--- config.mk ---
export PLATFORM = sky130hd
export DESIGN_NAME = axi_mem_master
export DESIGN_NICKNAME = d
export VERILOG_FILES = /design/src/rtl/axi_mem_master.sv
export SDC_FILE = /design/constraint.sdc
export NUM_CORES = 1
export LEC_CHECK = 0
export BUFFER_PORTS_ARGS = -buffer_cell sky130_fd_sc_hd__buf_2
export CAP_MARGIN = 0
export CORE_AREA = 3 3 171 173
export CTS_CLUSTER_SIZE = 16
export DETAILED_ROUTE_END_ITERATION = 12
export DIE_AREA = 0 0 174 176
export GPL_TIMING_DRIVEN = 0
export HOLD_SLACK_MARGIN = 0.1
export PLACE_DENSITY = 0.63
export SYNTH_ARGS = -nofsm -noshare
export SYNTH_HDL_FRONTEND = slang
export SYNTH_SLANG_ARGS = --single-unit
--- constraint.sdc ---
create_clock -name clk_i -period 4.41 [get_ports clk_i]
set_clock_uncertainty 0.1 [all_clocks]
set_input_delay 0.882 -clock clk_i [delete_from_list [all_inputs] [get_ports clk_i]]
set_output_delay 0.882 -clock clk_i [all_outputs]
set_load 0.02 [all_outputs]
--- src/rtl/axi_mem_master.sv ---
// AXI4 master that turns a simple request/response port into single-beat writes
// and INCR read bursts, returning every beat through a one-entry response buffer.
module axi_mem_master #(
  parameter int ID_WIDTH   = 4,
  parameter int TXN_ID     = 0,
  parameter int DATA_WIDTH = 64,
  parameter int ADDR_WIDTH = 32
) (
  input  logic                    clk_i,
  input  logic                    rst_i,
  // request port
  input  logic                    req_valid_i,
  output logic                    req_ready_o,
  input  logic                    req_wen_i,
  input  logic [ADDR_WIDTH-1:0]   req_addr_i,
  input  logic [7:0]              req_len_i,
  input  logic [DATA_WIDTH-1:0]   req_wdata_i,
  input  logic [DATA_WIDTH/8-1:0] req_wmask_i,
  // response port
  output logic                    resp_valid_o,
  input  logic                    resp_ready_i,
  output logic [DATA_WIDTH-1:0]   resp_rdata_o,
  output logic                    resp_last_o,
  output logic                    resp_err_o,
  // AXI write address
  output logic                    m_axi_awvalid_o,
  input  logic                    m_axi_awready_i,
  output logic [ID_WIDTH-1:0]     m_axi_awid_o,
  output logic [ADDR_WIDTH-1:0]   m_axi_awaddr_o,
  output logic [7:0]              m_axi_awlen_o,
  output logic [2:0]              m_axi_awsize_o,
  output logic [1:0]              m_axi_awburst_o,
  // AXI write data
  output logic                    m_axi_wvalid_o,
  input  logic                    m_axi_wready_i,
  output logic [DATA_WIDTH-1:0]   m_axi_wdata_o,
  output logic [DATA_WIDTH/8-1:0] m_axi_wstrb_o,
  output logic                    m_axi_wlast_o,
  // AXI write response
  input  logic                    m_axi_bvalid_i,
  output logic                    m_axi_bready_o,
  input  logic [ID_WIDTH-1:0]     m_axi_bid_i,
  input  logic [1:0]              m_axi_bresp_i,
  // AXI read address
  output logic                    m_axi_arvalid_o,
  input  logic                    m_axi_arready_i,
  output logic [ID_WIDTH-1:0]     m_axi_arid_o,
  output logic [ADDR_WIDTH-1:0]   m_axi_araddr_o,
  output logic [7:0]              m_axi_arlen_o,
  output logic [2:0]              m_axi_arsize_o,
  output logic [1:0]              m_axi_arburst_o,
  // AXI read data
  input  logic                    m_axi_rvalid_i,
  output logic                    m_axi_rready_o,
  input  logic [ID_WIDTH-1:0]     m_axi_rid_i,
  input  logic [DATA_WIDTH-1:0]   m_axi_rdata_i,
  input  logic [1:0]              m_axi_rresp_i,
  input  logic                    m_axi_rlast_i
);

  typedef enum logic [2:0] {
    S_IDLE    = 3'd0,
    S_RD_ADDR = 3'd1,
    S_RD_DATA = 3'd2,
    S_WR_AW_W = 3'd3,
    S_WR_RESP = 3'd4
  } state_e;

  state_e                  state_q, state_d;
  logic [ADDR_WIDTH-1:0]   addr_q, addr_d;
  logic [7:0]              len_q, len_d;
  logic [DATA_WIDTH-1:0]   wdata_q, wdata_d;
  logic [DATA_WIDTH/8-1:0] wmask_q, wmask_d;
  logic                    wen_q, wen_d;
  logic                    arvalid_q, arvalid_d;
  logic                    awvalid_q, awvalid_d;
  logic                    wvalid_q, wvalid_d;
  logic [7:0]              cnt_q, cnt_d;
  logic                    resp_valid_q, resp_valid_d;
  logic [DATA_WIDTH-1:0]   resp_rdata_q, resp_rdata_d;
  logic                    resp_last_q, resp_last_d;
  logic                    resp_err_q, resp_err_d;

  logic req_hs_s;
  logic ar_hs_s;
  logic aw_hs_s;
  logic w_hs_s;
  logic r_hs_s;
  logic b_hs_s;
  logic unused_id_s;

  // IDs are constant and only one transaction is ever outstanding
  assign unused_id_s = ^{m_axi_bid_i, m_axi_rid_i};

  assign req_ready_o    = (state_q == S_IDLE) && !resp_valid_q;
  assign m_axi_rready_o = (state_q == S_RD_DATA) && (!resp_valid_q || resp_ready_i);
  assign m_axi_bready_o = (state_q == S_WR_RESP) && !resp_valid_q;

  assign req_hs_s = req_valid_i && req_ready_o;
  assign ar_hs_s  = arvalid_q && m_axi_arready_i;
  assign aw_hs_s  = awvalid_q && m_axi_awready_i;
  assign w_hs_s   = wvalid_q && m_axi_wready_i;
  assign r_hs_s   = m_axi_rvalid_i && m_axi_rready_o;
  assign b_hs_s   = m_axi_bvalid_i && m_axi_bready_o;

  assign m_axi_awvalid_o = awvalid_q;
  assign m_axi_awid_o    = ID_WIDTH'(TXN_ID);
  assign m_axi_awaddr_o  = addr_q;
  assign m_axi_awlen_o   = 8'd0;
  assign m_axi_awsize_o  = 3'b011;
  assign m_axi_awburst_o = 2'b01;

  assign m_axi_wvalid_o = wvalid_q;
  assign m_axi_wdata_o  = wdata_q;
  assign m_axi_wstrb_o  = wmask_q;
  assign m_axi_wlast_o  = 1'b1;

  // Bursts start on a beat boundary; single beats keep the exact byte address
  assign m_axi_arvalid_o = arvalid_q;
  assign m_axi_arid_o    = ID_WIDTH'(TXN_ID);
  assign m_axi_araddr_o  = (len_q != 8'd0) ? {addr_q[ADDR_WIDTH-1:3], 3'b000} : addr_q;
  assign m_axi_arlen_o   = len_q;
  assign m_axi_arsize_o  = 3'b011;
  assign m_axi_arburst_o = 2'b01;

  assign resp_valid_o = resp_valid_q;
  assign resp_rdata_o = resp_rdata_q;
  assign resp_last_o  = resp_last_q;
  assign resp_err_o   = resp_err_q;

  // Next-state, channel valids, beat counter and response buffer
  always_comb begin
    state_d      = state_q;
    addr_d       = addr_q;
    len_d        = len_q;
    wdata_d      = wdata_q;
    wmask_d      = wmask_q;
    wen_d        = wen_q;
    arvalid_d    = arvalid_q;
    awvalid_d    = awvalid_q;
    wvalid_d     = wvalid_q;
    cnt_d        = cnt_q;
    resp_valid_d = resp_valid_q;
    resp_rdata_d = resp_rdata_q;
    resp_last_d  = resp_last_q;
    resp_err_d   = resp_err_q;

    case (state_q)
      S_IDLE: begin
        if (req_hs_s) begin
          addr_d  = req_addr_i;
          len_d   = req_len_i;
          wdata_d = req_wdata_i;
          wmask_d = req_wmask_i;
          wen_d   = req_wen_i;
          if (req_wen_i) begin
            awvalid_d = 1'b1;
            wvalid_d  = 1'b1;
            state_d   = S_WR_AW_W;
          end else begin
            arvalid_d = 1'b1;
            state_d   = S_RD_ADDR;
          end
        end else begin
          state_d = S_IDLE;
        end
      end
      S_RD_ADDR: begin
        if (ar_hs_s) begin
          arvalid_d = 1'b0;
          cnt_d     = 8'd0;
          state_d   = S_RD_DATA;
        end else begin
          state_d = S_RD_ADDR;
        end
      end
      S_RD_DATA: begin
        if (r_hs_s) begin
          cnt_d = (cnt_q == 8'hFF) ? cnt_q : cnt_q + 8'd1;
          if (m_axi_rlast_i) begin
            state_d = S_IDLE;
          end else begin
            state_d = S_RD_DATA;
          end
        end else begin
          state_d = S_RD_DATA;
        end
      end
      S_WR_AW_W: begin
        // AW and W may complete in either order; each valid drops on its own
        awvalid_d = awvalid_q && !aw_hs_s;
        wvalid_d  = wvalid_q && !w_hs_s;
        if (!awvalid_d && !wvalid_d) begin
          state_d = S_WR_RESP;
        end else begin
          state_d = S_WR_AW_W;
        end
      end
      S_WR_RESP: begin
        if (b_hs_s) begin
          state_d = S_IDLE;
        end else begin
          state_d = S_WR_RESP;
        end
      end
      default: begin
        state_d   = S_IDLE;
        arvalid_d = 1'b0;
        awvalid_d = 1'b0;
        wvalid_d  = 1'b0;
      end
    endcase

    // A new load wins over a same-cycle drain
    if (r_hs_s || b_hs_s) begin
      resp_valid_d = 1'b1;
      if (wen_q) begin
        resp_rdata_d = {DATA_WIDTH{1'b0}};
        resp_last_d  = 1'b1;
        resp_err_d   = (m_axi_bresp_i != 2'b00);
      end else begin
        resp_rdata_d = m_axi_rdata_i;
        resp_last_d  = m_axi_rlast_i;
        resp_err_d   = (m_axi_rresp_i != 2'b00) || (m_axi_rlast_i != (cnt_q == len_q));
      end
    end else if (resp_valid_q && resp_ready_i) begin
      resp_valid_d = 1'b0;
    end else begin
      resp_valid_d = resp_valid_q;
    end
  end

  // State and datapath registers with synchronous reset
  always_ff @(posedge clk_i) begin
    if (rst_i) begin
      state_q      <= S_IDLE;
      addr_q       <= {ADDR_WIDTH{1'b0}};
      len_q        <= 8'd0;
      wdata_q      <= {DATA_WIDTH{1'b0}};
      wmask_q      <= {(DATA_WIDTH/8){1'b0}};
      wen_q        <= 1'b0;
      arvalid_q    <= 1'b0;
      awvalid_q    <= 1'b0;
      wvalid_q     <= 1'b0;
      cnt_q        <= 8'd0;
      resp_valid_q <= 1'b0;
      resp_rdata_q <= {DATA_WIDTH{1'b0}};
      resp_last_q  <= 1'b0;
      resp_err_q   <= 1'b0;
    end else begin
      state_q      <= state_d;
      addr_q       <= addr_d;
      len_q        <= len_d;
      wdata_q      <= wdata_d;
      wmask_q      <= wmask_d;
      wen_q        <= wen_d;
      arvalid_q    <= arvalid_d;
      awvalid_q    <= awvalid_d;
      wvalid_q     <= wvalid_d;
      cnt_q        <= cnt_d;
      resp_valid_q <= resp_valid_d;
      resp_rdata_q <= resp_rdata_d;
      resp_last_q  <= resp_last_d;
      resp_err_q   <= resp_err_d;
    end
  end

endmodule

### Yosys cells after proc, flatten, opt, wreduce, memory -nomap -nowiden

Cells that the tools add are included.

* equality and inequality tests: 13
* mux-type cells: 26
* reductions and logical operators: 33
* add/sub/neg operators: 1
* bitwise gates (word level): 2

Operator list (count)
* two-way mux 64 bit: 1
* two-way mux 8 bit: 3
* case mux 8 bit (2 select lines): 1
* two-way mux 3 bit: 5
* case mux 3 bit (5 select lines): 1
* logical AND 1 bit: 13
* inequality test 2 bit, second input constant: 6
* two-way mux 1 bit: 9
* case mux 1 bit (3 select lines): 3
* adder 8 x 1 -> 8 bit, second input constant: 1
* equality test 8 bit: 1
* equality test 8 bit, second input constant: 1
* AND reduction 4 bit: 2
* nonzero test 2 bit: 4
* nonzero test 8 bit: 1
* equality test 3 x 2 -> 1 bit, second input constant: 2
* two-way mux 2 bit: 3
* OR reduction 3 bit: 2
* logical NOT 1 bit: 5
* equality test 3 x 1 -> 1 bit, second input constant: 1
* equality test 3 bit, second input constant: 1
* logical NOT 3 bit: 1
* logical OR 1 bit: 3
* AND reduction 3 bit: 1
* other kinds (3): 4

* logic and storage cells: 89
* register bits: 194

### Depth between registers and ports, before layout

* word-level depth: 7
* depth in mapped cells: 8
* mapped depth without buffers: 5

### Worst setup path after synthesis

No wires, ideal clock.

* path kind: reg2out
* start point: register state_q[0]
* end point: output port m_axi_bready_o
* setup slack: 2.137 ns
* buffers on the path: 1
* data required time: 3.428 ns
* data arrival time: 1.291 ns
* cell stages (with the launch flop): 3
* cell sequence: dfxtp_1 > clkbuf_1 > nor4b_1

* word-level cells in the longest chain between the ends: 2

RTL lines
* from (decl): line 69 `state_e state_q, state_d;`
* from (signal assigned): line 251 `state_q <= state_d;`
* equality test 3 bit: line 97 `assign m_axi_bready_o = (state_q == S_WR_RESP) && !resp_valid_q;`
* logical AND 1 bit: line 97
* to (decl): line 41 `output logic m_axi_bready_o,`

Every way passes these cells.

### Final worst setup path

* start point: register len_q[7] (netlist: m_axi_arlen_o[7])
* end point: output port m_axi_araddr_o[0]

* word-level cells in the longest chain between the ends: 2

RTL lines
* from (decl): line 71 `logic [7:0] len_q, len_d;`
* from (signal assigned): line 253 `len_q <= len_d;`
* nonzero test 8 bit: line 121 `assign m_axi_araddr_o = (len_q != 8'd0) ? {addr_q[ADDR_WIDTH-1:3], 3'b000} : addr_q;`
* two-way mux 3 bit: line 121
* to (decl): line 48 `output logic [ADDR_WIDTH-1:0] m_axi_araddr_o,`

Every way passes these cells.

==> metrics.log <==
INFO  metric placementRows = between 60 and 70
INFO  metric drt_first_iter_violations = 412
INFO  metric async_flop_share = 0%
INFO  metric setup.worst_path.start = m_axi_arlen_o[7]
INFO  metric numPlacedInstances = approximately 1.8k
INFO  metric hold-worst-slack = approximately 0.35 ns
INFO  metric ys_seq_elements = between 150 and 200
INFO  metric postSynthAreaPerCell = 8.11 um2
INFO  metric timing.hold.worst_path_depth = 2
INFO  metric finalPower = roughly 4600 uW
INFO  metric route.detailed.wl_per_inst = roughly 15 um
INFO  metric r2r_cells = 7
INFO  metric switchingPower = 1460 uW
INFO  metric finalWorstSetupSlack = around 1.5 ns
INFO  metric numClockSinks = a little under 200
INFO  metric total_leakage_power = between 0.005 and 0.006 uW
INFO  metric vias = a little under 8k
INFO  metric routed_wl = around 27,000 um
INFO  metric intPower = approximately 3200 uW
INFO  metric h-tree-depth = 4
INFO  metric run_status = finished clean
INFO  metric timing.critical_path.arrival = just under 2 ns
INFO  metric fmax = approximately 340 MHz
INFO  metric number_of_global_route_vias_before_repair = 7,505
INFO  metric avgViaCountPerCell = 4.39
INFO  metric min-delay-path-class = reg2reg
INFO  metric grt.overflow.total = 0
INFO  metric timing.rr.end = m_axi_awaddr_o[24]
INFO  metric final_antenna_net_count = 0
INFO  metric cts_tree = yes
INFO  metric cp_data_required_time = around 3.4 ns
INFO  metric clock_root_buffer = sky130_fd_sc_hd__clkbuf_16
INFO  metric hold_path_startpoint = resp_rdata_o[23]
INFO  metric ys_dominant_reg_cell = sky130_fd_sc_hd__dfxtp_1
INFO  metric first_pass_iters = 5
INFO  metric drc = 0
INFO  metric antenna_found_initial = 1
INFO  metric design.portCount = 443
INFO  metric rrSetupSlack = 2.00 ns
INFO  metric portBuffers = between 400 and 500
INFO  metric grt_max_degree = 18
INFO  metric rsz0062_at_grt = false
INFO  metric p_clk_share = roughly 36%
INFO  metric cts_made_buffers = 17
INFO  metric groute.usage.overall = roughly 17%
INFO  metric final_net_count = 1,616
INFO  metric whs_endpoint = resp_rdata_o[23]
INFO  metric switching_part_of_the_total = 31.6%
INFO  metric clkTransAtPathRegs = 0.07 ns
INFO  metric clk-insertion-delay-late = 0.42 ns
INFO  metric final.period_utilization = between 60% and 70%
INFO  metric post-route-min-period = 2.93 ns
INFO  metric die_w = approximately 170 um
INFO  metric first_pass_grt_wire_length = around 42,000 um
INFO  metric fillers = 2,967
INFO  metric finalHoldViolCount = 0
INFO  metric final-instance-count-excl-fill = 1,808
INFO  metric synth_sequential_area_ratio = about half
INFO  metric postCtsSetupBuffers = 0
INFO  metric ir_worst_vdd = 0.218 mV
INFO  metric critical_path.cell_chain = or4_1 -> nor2_1 -> and2_1 -> buf_2
INFO  metric timing.setup.tns = 0 ns
INFO  metric setup.worst_path.class = reg2out
INFO  metric syn-cell-area = 0.00783 mm2
INFO  metric ctsResizeCount = 0
INFO  metric r2r_start = state_q[1]
INFO  metric initial_core_util = 28.2%
INFO  metric timing.critical_path.to_type = output port
INFO  metric drv_cap = 0
INFO  metric dp_hpwl = ~21,000 um
INFO  metric ys_types = between 40 and 50
INFO  metric synthToLayoutAreaGrowth = 41.0%
INFO  metric fp.coreArea = around 0.028 mm2
INFO  metric routabilityCongestion = between 0.8 and 0.9
INFO  metric number_of_enable_flip_flop_cells_after_synthesis = 0
INFO  metric cpPeakStageDelay = 0.55 ns
INFO  metric power_density = ~420 mW/mm2
INFO  metric crit_path_top_delay_cell = sky130_fd_sc_hd__or4_1
INFO  metric clockBufferDepth = 2
INFO  metric ys.warnings.count = 0
INFO  metric die-height = between 150 and 200 um
INFO  metric cp_top_family = simple AND/OR/NAND/NOR gates
INFO  metric max-slew-margin-rel = a little under two fifths
INFO  metric critical_path_peak_fanout = 4
INFO  metric placement.setup.worst_slack = ~1.5 ns
INFO  metric timing.critical_path.buf_inv = 1
INFO  metric cts_hold_repair.buffers = 0
INFO  metric max_slew_violation_total_from_the_final_report = 0
INFO  metric drive_above_1_share = a little under two fifths
INFO  metric setup_viol = 0
INFO  metric design.die.area = between 0.03 and 0.04 mm2
INFO  metric share_of_total_power_in_combinational_logic = ~22%
INFO  metric pwr-share-seq = between 40% and 50%
INFO  metric worst_tran_pin_value = 0.940 ns
INFO  metric startpoint_type = register
INFO  metric number_of_instances_in_the_synthesized_netlist = between 900 and 1k
state kept, by name, summed over array words and instances (netlist names):
name / flops
cnt_q: 8
state_q: 3
resp_rdata_o: 64
m_axi_arvalid_o: 1
resp_last_o: 1
m_axi_awvalid_o: 1
m_axi_wvalid_o: 1
m_axi_awaddr_o: 32
m_axi_wdata_o: 64
wen_q: 1
resp_valid_o: 1
m_axi_wstrb_o: 8
m_axi_arlen_o: 8
resp_err_o: 1
power groups by stage:
| stage | clock network, uW | registers, uW | logic [uW] |
|---|---|---|---|
| 6_report | 1650 | 1970 | 1010 |
| 2_1_floorplan | 0 | 2140 | 499 |
| 5_1_grt | 1770 | 1990 | 1110 |
| 4_1_cts | 1700 | 1970 | 1030 |
| 3_3_place_gp | 0 | 2010 | 1020 |
| 3_5_place_dp | 0 | 2020 | 1030 |
cells in the mapped netlist, types with 2 or more instances:
library cell	count	share of area [%]
sky130_fd_sc_hd__a211oi_1	2	0.19
sky130_fd_sc_hd__a21oi_1	187	12
sky130_fd_sc_hd__a31oi_1	2	0.16
sky130_fd_sc_hd__and2_1	6	0.48
sky130_fd_sc_hd__buf_2	13	0.83
sky130_fd_sc_hd__buf_4	69	6.6
sky130_fd_sc_hd__clkbuf_1	44	2.1
sky130_fd_sc_hd__conb_1	2	0.096
sky130_fd_sc_hd__dfxtp_1	194	50
sky130_fd_sc_hd__inv_1	5	0.24
sky130_fd_sc_hd__nand2_1	299	14
sky130_fd_sc_hd__nand2b_1	2	0.16
sky130_fd_sc_hd__nand3_1	8	0.51
sky130_fd_sc_hd__nand3b_1	67	6.4
sky130_fd_sc_hd__nand4_1	3	0.24
sky130_fd_sc_hd__nor2_1	8	0.38
sky130_fd_sc_hd__nor3_1	3	0.19
sky130_fd_sc_hd__nor3b_1	3	0.29
sky130_fd_sc_hd__nor4b_1	2	0.22
sky130_fd_sc_hd__o21ai_0	7	0.45
sky130_fd_sc_hd__o31ai_1	2	0.19
sky130_fd_sc_hd__or3_1	5	0.40
sky130_fd_sc_hd__or3b_1	2	0.22
sky130_fd_sc_hd__or4_1	3	0.29
sky130_fd_sc_hd__xnor2_1	8	0.89
cell usage in the layout, fill, tap and decap left out, drive strengths merged, types with 3 or more instances in the layout:
| cell type | n |
|---|---|
| buf | 489 |
| a31oi | 3 |
| o21ai | 7 |
| nor3b | 3 |
| or4 | 3 |
| clkbuf | 64 |
| nand3b | 67 |
| a211oi | 3 |
| nor3 | 3 |
| or3b | 3 |
| or3 | 5 |
| nand4 | 3 |
| a21oi | 188 |
| xnor2 | 8 |
| conb | 27 |
| bufinv | 3 |
| nor2 | 8 |
| inv | 8 |
| dfxtp | 194 |
| nand3 | 8 |
| clkinvlp | 4 |
| and2 | 6 |
| nand2 | 299 |
cell type report:
cell class	count	area (um2)	area share, %
Clock inverter	12	176	1.60
Buffer	127	759	6.88
Tap cell	378	473	4.28
Multi-Input combinational cell	665	3260	29.5
Sequential cell	194	3880	35.2
Antenna cell	1	2.50	0.0227
Timing Repair Buffer	406	2030	18.4
Inverter	5	18.8	0.170
Clock buffer	20	437	3.95
worst max-delay path by stage:
stage | depth (start not counted) | to
2_1_floorplan | 2 | m_axi_bready_o
3_3_place_gp | 4 | m_axi_awaddr_o[14]
3_5_place_dp | 4 | m_axi_awaddr_o[13]
4_1_cts | 4 | m_axi_araddr_o[0]
5_1_grt | 4 | m_axi_araddr_o[1]
6_report | 4 | m_axi_araddr_o[0]
routing by layer:
layer	vias to the layer above	routed length [um]	global-route usage, %
met1	3583	12100	22.0
met3	34	1760	4.41
met5	-	0	0
met2	302	12900	28.1
li1	4017	-	-
met4	0	653	5.70
per-stage QoR:
step           utilization, %  cell area (um2)
6_report                 39.8            11000
4_1_cts                  39.7            11000
3_5_place_dp             37.5            10400
2_1_floorplan               -             7930
3_3_place_gp             37.5            10400
5_1_grt                  39.8            11000
worst reg2reg max path, cell delays in order, from the launching register on:
cell,delay (ns)
sky130_fd_sc_hd__dfxtp_1,0.33
sky130_fd_sc_hd__buf_4,0.17
sky130_fd_sc_hd__nor4_2,0.45
sky130_fd_sc_hd__nand2_1,0.39
sky130_fd_sc_hd__buf_2,0.33
sky130_fd_sc_hd__clkbuf_1,0.28
sky130_fd_sc_hd__nand2_1,0.14
sky130_fd_sc_hd__a21oi_1,0.07
cell families (layout without fill, tap and decap cells):
kind of cell	count (synthesis)	in the layout	synth area share (%)
simple gates	416	416	24.7
compound gates	211	211	14.4
flops	194	194	49.6
buf+inv	132	570	9.94
xor+xnor	9	9	1.01
other cells	2	28	0.0959
fa+ha+maj	1	1	0.160
mux	1	1	0.128
No activity file was read; power rests on OpenSTA's default activity.
